File: src/rtl/overload_detector.sv
// overload_detector: windowed magnitude-threshold detector with hysteresis that
// drives the agc overload flag. Measurement is blanked for a fixed settle time
// after enable and after every agc gain step.
module overload_detector #(
    parameter int WINDOW_LEN      = 16,
    parameter int THRESH          = 7,
    parameter int HIT_COUNT       = 3,
    parameter int RELEASE_WINDOWS = 2,
    parameter int SETTLE_CYC      = 4
) (
    input  logic       clk,
    input  logic       RESET,
    input  logic       en,
    input  logic       sample_valid,
    input  logic [3:0] amplified_signal,
    input  logic       gain_change,
    output logic       overload,
    output logic [3:0] peak_out,
    output logic       window_done
);

    localparam int WIN_W = (WINDOW_LEN > 2) ? $clog2(WINDOW_LEN) : 1;
    localparam int HIT_W = $clog2(HIT_COUNT + 1);

    localparam logic [WIN_W-1:0] WIN_LAST    = WIN_W'(WINDOW_LEN - 1);
    localparam logic [HIT_W-1:0] HIT_MAX     = HIT_W'(HIT_COUNT);
    localparam logic [3:0]       THRESH_V    = 4'(THRESH);
    localparam logic [3:0]       RELEASE_V   = 4'(RELEASE_WINDOWS);
    localparam logic [7:0]       SETTLE_LAST = 8'(SETTLE_CYC - 1);

    typedef enum logic [1:0] {
        IDLE    = 2'd0,
        SETTLE  = 2'd1,
        MEASURE = 2'd2
    } state_t;

    state_t           state_q, state_d;
    logic [7:0]       settle_cnt_q, settle_cnt_d;
    logic [WIN_W-1:0] win_cnt_q, win_cnt_d;
    logic [HIT_W-1:0] hit_cnt_q, hit_cnt_d;
    logic [3:0]       win_peak_q, win_peak_d;
    logic [3:0]       clean_cnt_q, clean_cnt_d;
    logic             overload_q, overload_d;
    logic [3:0]       peak_q, peak_d;
    logic             window_done_q, window_done_d;

    logic [3:0]       mag;
    logic             is_hit;
    logic [3:0]       peak_next;
    logic [HIT_W-1:0] hit_next;
    logic [3:0]       clean_next;

    // Per-sample datapath: magnitude (-8 maps to 8), hit test, running peak and hit count.
    always_comb begin
        mag        = amplified_signal[3] ? (~amplified_signal + 4'd1) : amplified_signal;
        is_hit     = (mag >= THRESH_V);
        peak_next  = (mag > win_peak_q) ? mag : win_peak_q;
        hit_next   = (is_hit && (hit_cnt_q != HIT_MAX)) ? (hit_cnt_q + HIT_W'(1)) : hit_cnt_q;
        clean_next = clean_cnt_q + 4'd1;
    end

    // Next-state and output decode; en=0 beats gain_change, which beats window end.
    always_comb begin
        // NOTE: every signal written here gets a default first, so no path can infer a latch.
        state_d       = state_q;
        settle_cnt_d  = settle_cnt_q;
        win_cnt_d     = win_cnt_q;
        hit_cnt_d     = hit_cnt_q;
        win_peak_d    = win_peak_q;
        clean_cnt_d   = clean_cnt_q;
        overload_d    = overload_q;
        peak_d        = peak_q;
        window_done_d = 1'b0;

        if (!en) begin
            state_d      = IDLE;
            settle_cnt_d = '0;
            win_cnt_d    = '0;
            hit_cnt_d    = '0;
            win_peak_d   = '0;
            clean_cnt_d  = '0;
            overload_d   = 1'b0;
        end else if (gain_change) begin
            // Gain just moved: the in-flight window is meaningless, drop it and re-settle.
            state_d      = SETTLE;
            settle_cnt_d = '0;
            win_cnt_d    = '0;
            hit_cnt_d    = '0;
            win_peak_d   = '0;
            clean_cnt_d  = '0;
            overload_d   = 1'b0;
        end else begin
            unique case (state_q)
                IDLE: begin
                    state_d      = SETTLE;
                    settle_cnt_d = '0;
                end
                SETTLE: begin
                    if (settle_cnt_q == SETTLE_LAST) begin
                        state_d    = MEASURE;
                        win_cnt_d  = '0;
                        hit_cnt_d  = '0;
                        win_peak_d = '0;
                    end else begin
                        settle_cnt_d = settle_cnt_q + 8'd1;
                    end
                end
                MEASURE: begin
                    if (sample_valid) begin
                        if (win_cnt_q == WIN_LAST) begin
                            // Window closes on this sample; next window starts with the next one.
                            window_done_d = 1'b1;
                            peak_d        = peak_next;
                            win_cnt_d     = '0;
                            hit_cnt_d     = '0;
                            win_peak_d    = '0;
                            if (hit_next == HIT_MAX) begin
                                overload_d  = 1'b1;
                                clean_cnt_d = '0;
                            end else if (clean_next >= RELEASE_V) begin
                                overload_d  = 1'b0;
                                clean_cnt_d = '0;
                            end else begin
                                clean_cnt_d = clean_next;
                            end
                        end else begin
                            win_cnt_d  = win_cnt_q + WIN_W'(1);
                            hit_cnt_d  = hit_next;
                            win_peak_d = peak_next;
                        end
                    end
                end
                default: state_d = IDLE;
            endcase
        end
    end

    // State and counter registers with synchronous reset.
    always_ff @(posedge clk) begin
        // NOTE: sequential state uses non-blocking assignments so all registers update together.
        if (RESET) begin
            state_q       <= IDLE;
            settle_cnt_q  <= '0;
            win_cnt_q     <= '0;
            hit_cnt_q     <= '0;
            win_peak_q    <= '0;
            clean_cnt_q   <= '0;
            overload_q    <= 1'b0;
            peak_q        <= '0;
            window_done_q <= 1'b0;
        end else begin
            state_q       <= state_d;
            settle_cnt_q  <= settle_cnt_d;
            win_cnt_q     <= win_cnt_d;
            hit_cnt_q     <= hit_cnt_d;
            win_peak_q    <= win_peak_d;
            clean_cnt_q   <= clean_cnt_d;
            overload_q    <= overload_d;
            peak_q        <= peak_d;
            window_done_q <= window_done_d;
        end
    end

    assign overload    = overload_q;
    assign peak_out    = peak_q;
    assign window_done = window_done_q;

endmodule

File: config.mk
export PLATFORM = sky130hd
export DESIGN_NAME = overload_detector
export DESIGN_NICKNAME = d
export VERILOG_FILES = /design/src/rtl/overload_detector.sv
export SDC_FILE = /design/constraint.sdc
export NUM_CORES = 1
export LEC_CHECK = 0
export BUFFER_PORTS_ARGS = -buffer_cell sky130_fd_sc_hd__buf_4
export CAP_MARGIN = 20
export CORE_UTILIZATION = 50
export CTS_CLUSTER_DIAMETER = 60
export DETAILED_ROUTE_END_ITERATION = 16
export PLACE_DENSITY = 0.8
export SLEW_MARGIN = 10
export SYNTH_ARGS = -nofsm -noshare
export SYNTH_HDL_FRONTEND = slang
export SYNTH_SLANG_ARGS = --single-unit
File: constraint.sdc
create_clock -name clk -period 2.2 [get_ports clk]
set_clock_uncertainty 0.05 [all_clocks]
set_input_delay 0.22 -clock clk [delete_from_list [all_inputs] [get_ports clk]]
set_output_delay 0.22 -clock clk [all_outputs]
set_load 0.02 [all_outputs]
---- Word level (Yosys, flattened, before mapping) ----
Cells that the tools add are included.
storage, ports and cells
  logic and storage cells ................. 73
  output and inout bits ................... 6
  bits in registers ....................... 30
  bits of input ports ..................... 9
cells by class
  magnitude comparators ................... 3
  equal/unequal tests ..................... 11
  add/subtract/negate cells ............... 5
  mux-type cells .......................... 24
  bitwise logic cells ..................... 5
  reductions and logical operators ........ 15
operator list
  operator             number
  $mux 4               9
  $pmux 4 s2           2
  $pmux 8 s2           1
  $add 4x1->4 const B  3
  $mux 2               5
  $ne 2x2->1 const B   5
  $add 8x1->8 const B  1
  $eq 8x2->1 const B   1
  $mux 8               1
  $pmux 2 s3           1
  $reduce_and 2->1     3
  $reduce_and 3->1     2
  $reduce_bool 2->1    3
  $reduce_and 5->1     1
  $reduce_or 5->1      1
  $eq 2x2->1 const B   2
  $eq 4x4->1 const B   1
  $ge 4x2->1 const B   1
  $ge 4x3->1 const B   1
  $gt 4x4->1           1
  $mux 1               4
  $not 1->1            4
  $not 4->4            1
  $pmux 2 s2           1
  8 further kinds      8

---- Depth between registers and ports, before layout ----
  word-level depth ........................ 9
  mapped depth ............................ 11
  gate-level depth less buffers ........... 10

---- Worst setup path after synthesis ----
OpenSTA, ideal clock, no wires.
  path type ............................... input port to flip-flop
  start ................................... input port amplified_signal[0]
  end ..................................... register peak_q[0], in the netlist peak_out[0]
  data required time ...................... 2.018 ns
  data arrival time ....................... 1.874 ns
  path slack .............................. 0.143 ns
  path buffers ............................ 1
  stages on the path ...................... 11
  path through ............................ inv_1 > ha_1 > nand2b_1 > xnor2_1 > ha_1 > nand4_1 > o21ai_0 > a21oi_1 > buf_2 > mux2i_1 > a211oi_1
on the way
  longest elaborated chain between the ends .. 5
RTL lines
  what                  line  text
  from (decl)           15    input logic [3:0] amplified_signal,
  $not 4->4             55    mag = amplified_signal[3] ? (~amplified_signal + 4'd1) : amplified_signal;
  $add 4x1->4           55
  $mux 4 (*)            55
  $gt 4x4->1            57    peak_next = (mag > win_peak_q) ? mag : win_peak_q;
  $mux 4 (*)            57
  to (signal assigned)  159   peak_q <= peak_d;
  to (decl)             44    logic [3:0] peak_q, peak_d;
Every way passes the cells marked *; elsewhere a longest branch is shown, timed or not.
A chain may end at the register's enable or synchronous reset.

---- Worst setup path after layout ----
  start ................................... input port amplified_signal[0]
  end ..................................... register peak_q[2], in the netlist peak_out[2]
The elaborated chain is that of the path after synthesis.

==> parameters.txt <==
Parameter                              Value

Timing
  RSZ-0062 raised after global routing ... false
  Ratio of final minimum period to clock period ... 0.881
  Pin slew with the least headroom to its limit ... 0.451 ns
  Final setup fails ... 0
  Hold Fails Final Rpt ... 0
  Setup_tns ... 0 ns
  Tmin final ... 1.94 ns
  Final Slew Violations ... 0
  Timing-limited maximum frequency ... 0.516 GHz
  Normalized max-slew margin ... 0.696

Route
  Post-route DRC ... 0
  Count of vias placed by the detailed router ... 1428
  Routed wirelength normalized by instance count ... 12.1 um
  Avg Vias per Cell ... 5.49
  Detailed Route Iter0 Violations ... 75
  Iteration count of the initial detailed-routing pass ... 4
  Antenna Violating Nets Remaining ... 0
  Final WL ... 3160 um

CTS
  Number of buffers inserted by hold repair at cts ... 0
  Number of levels in the clock H-tree ... 2
  Worst-path clk slew ... 0.10 ns
  Number of gates resized after cts ... 0
  Root Driver ... sky130_fd_sc_hd__clkbuf_4
  Clock latency reported for the late side of the worst-skew pair ... 0.33 ns
  Total clock buffers created by CTS ... 5
  Setup Fix Bufs, Post-CTS ... 0
  Clock tree from TritonCTS ... built
  TritonCTS sink count ... 30
  Number of buffers on the longest clock path ... 2

Worst setup path
  Delay of the slowest cell on the worst path ... 0.32 ns
  Largest fanout on the critical path ... 10
  Worst Path Arrival ... 2.11 ns
  Worst-path cell with the longest stage delay ... sky130_fd_sc_hd__ha_1
  Buf+Inv Stages, Crit Path ... 3
  Required @ worst endpoint ... 2.37 ns
  Crit end category ... flip-flop
  Startpoint kind of the worst setup timing path ... input port
  Chain of cells forming the critical path ... buf_4 > inv_1 > ha_1 > nand2_1 > o21ai_0 > ha_1 > nor2b_1 > o21ai_0 > a21oi_1 > buf_4 > mux2i_1 > o31ai_1
  Critical setup path kind ... input port to flip-flop
  Family of cells with the greatest summed delay on the critical path ... adder cells

Placement
  Dpl hpwl ... 2430 um
  Placed cells ... 252
  Port buffer count ... 14
  Weighted congestion reported at the end of routability-driven placement ... 0.840

Floorplanning
  DIE HEIGHT ... 59.3 um
  Core Footprint ... 3080 um^2
  Area of the die ... 3520 um^2
  I/O pin count ... 15
  Effective utilization at floorplan ... 0.534
  Width of the chip ... 59.3 um
  FP Rows ... 20

Final layout
  Final cell count without fillers ... 260
  Fillcell total ... 283
  Most common cell after layout, fill and taps aside ... sky130_fd_sc_hd__dfxtp_1
  Commonest non-fill, non-tap cells in the layout ... 30 x sky130_fd_sc_hd__dfxtp_1, 23 x sky130_fd_sc_hd__buf_4, 16 x sky130_fd_sc_hd__nand2_1, 15 x sky130_fd_sc_hd__nor2_1, 12 x sky130_fd_sc_hd__nand3_1
  # diodes ... 0
  Register Area ... 601 um^2
  Area of combinational cells with multiple inputs ... 1000 um^2
  Total Nets Final ... 234
  Share of final-layout standard cells stronger than drive strength 1 ... 0.199
  Area growth from synthesis to final layout ... 16.7%

Global route
  Overall global routing resource usage ... 0.209
  GRT Residual Overflow ... 0
  Antenna violations before repair ... 0
  Pin count of the biggest net entering global routing ... 17
  Number of global-route vias before repair ... 1301
  Global-route wire length before repair ... 5460 um

Logic synthesis
  Net count after synthesis ... 208
  Most common flop cell mapped by yosys ... sky130_fd_sc_hd__dfxtp_1
  Synth warnings ... 0
  Area of the mapped netlist ... 1640 um^2
  Count of mapped cells out of synthesis ... 189
  Synthesized flop and latch total ... 30
  Count of unique library cells instantiated by Yosys ... 43
  Number of enable flip-flop cells after synthesis ... 0
  Proportion of register bits with asynchronous set or reset after synthesis ... 0
  Post-synthesis sequential area ratio ... 0.365
  Average size of a mapped cell ... 8.70 um^2

Power and ir drop
  Total power per unit cell area ... 518 nW/um^2
  Peak ir drop on the vdd network ... 0.358 mV
  Leak ... 0.746 nW
  Total power after layout ... 0.995 mW

Worst hold path
  Path category of the worst min-delay check ... input port to flip-flop

Run
  Number of maximum-capacitance violations ... 0

Run status
  Status ... completed
[worst reg2reg max path: cells and delay by family, from the launching register on]
family	cells	cell delay [ns]
DFF	1	0.39
AOI/OAI and AO/OA	3	0.38
buffers and inverters	2	0.28
adders and majority gates	1	0.28
muxes	1	0.22
and+or+nand+nor	1	0.13
[registers in the layout, summed over array words and instances, names as in the netlist]
signal,cells
window_done,1
state_q,2
clean_cnt_q,4
settle_cnt_q,8
win_peak_q,4
hit_cnt_q,2
overload,1
peak_out,4
win_cnt_q,4
[per-layer routing]
layer / part of all wire / wire, um / track usage
met5: 0 / 0 / 0
met4: 0.012 / 38 / 0.0918
met1: 0.48 / 1500 / 0.256
met3: 0.042 / 131 / 0.0502
met2: 0.47 / 1480 / 0.345
[logic make-up (layout without fill, tap and decap cells)]
family	Yosys count	in the layout	synth area share
AND/OR/NAND/NOR	88	88	0.307
AO/OA/AOI/OAI	37	37	0.145
flip-flops	30	30	0.365
buffers and inverters	11	38	0.0259
adder cells (fa/ha/maj)	10	10	0.0761
multiplexers	7	7	0.0495
XOR/XNOR	6	6	0.0320
[final timing paths]
path | from | end | slack [ns] | depth (start not counted)
worst max-delay path | amplified_signal[0] | peak_out[2] | 0.26 | 12
worst min-delay path | RESET | peak_out[0] | 0.04 | 2
worst max register to register | win_peak_q[1] | peak_out[2] | 0.38 | 8
worst min register to register | win_cnt_q[3] | win_cnt_q[3] | 0.44 | 1
[layout make-up]
class / count / area share
clock buffers: 6 / 0.0267
clock inverters: 2 / 0.00652
inverters: 7 / 0.0137
multi-input cells: 148 / 0.522
flip-flops and latches: 30 / 0.313
well taps: 44 / 0.0287
repair buffers: 23 / 0.0900
[through the flow]
step | setup WS, ns | utilization | hold WS, ns | instance area, um^2
6_report | 0.261 | 0.624 | 0.0392 | 1920
5_1_grt | 0.102 | 0.624 | 0.0198 | 1920
4_1_cts | 0.279 | 0.624 | 0.0229 | 1920
3_5_place_dp | -0.0768 | 0.603 | 0.390 | 1860
3_3_place_gp | 0.0191 | 0.603 | 0.383 | 1860
2_1_floorplan | 0.143 | - | 0.243 | 1640
[where the power goes]
group | total, mW | internal, mW | switching, mW
Sequential | 0.546 | 0.544 | 0.00200
Clock | 0.343 | 0.153 | 0.189
Combinational | 0.106 | 0.0540 | 0.0521
[synthesized netlist by cell type, types with 4 or more instances]
cell                        n  area share
sky130_fd_sc_hd__inv_1      7       0.016
sky130_fd_sc_hd__a21oi_1   11       0.033
sky130_fd_sc_hd__nor3_1     5       0.015
sky130_fd_sc_hd__mux2i_1    4       0.024
sky130_fd_sc_hd__nand2_1   16       0.037
sky130_fd_sc_hd__nand2b_1   6       0.023
sky130_fd_sc_hd__nor2_1    15       0.034
sky130_fd_sc_hd__nand3b_1   7       0.032
sky130_fd_sc_hd__a31oi_1    5       0.019
sky130_fd_sc_hd__ha_1      10       0.076
sky130_fd_sc_hd__nor2b_1    5       0.019
sky130_fd_sc_hd__o21ai_0    8       0.024
sky130_fd_sc_hd__and3_1     6       0.023
sky130_fd_sc_hd__nand3_1   12       0.037
sky130_fd_sc_hd__dfxtp_1   30        0.37
Note: power is estimated with default switching activity, not from simulation.
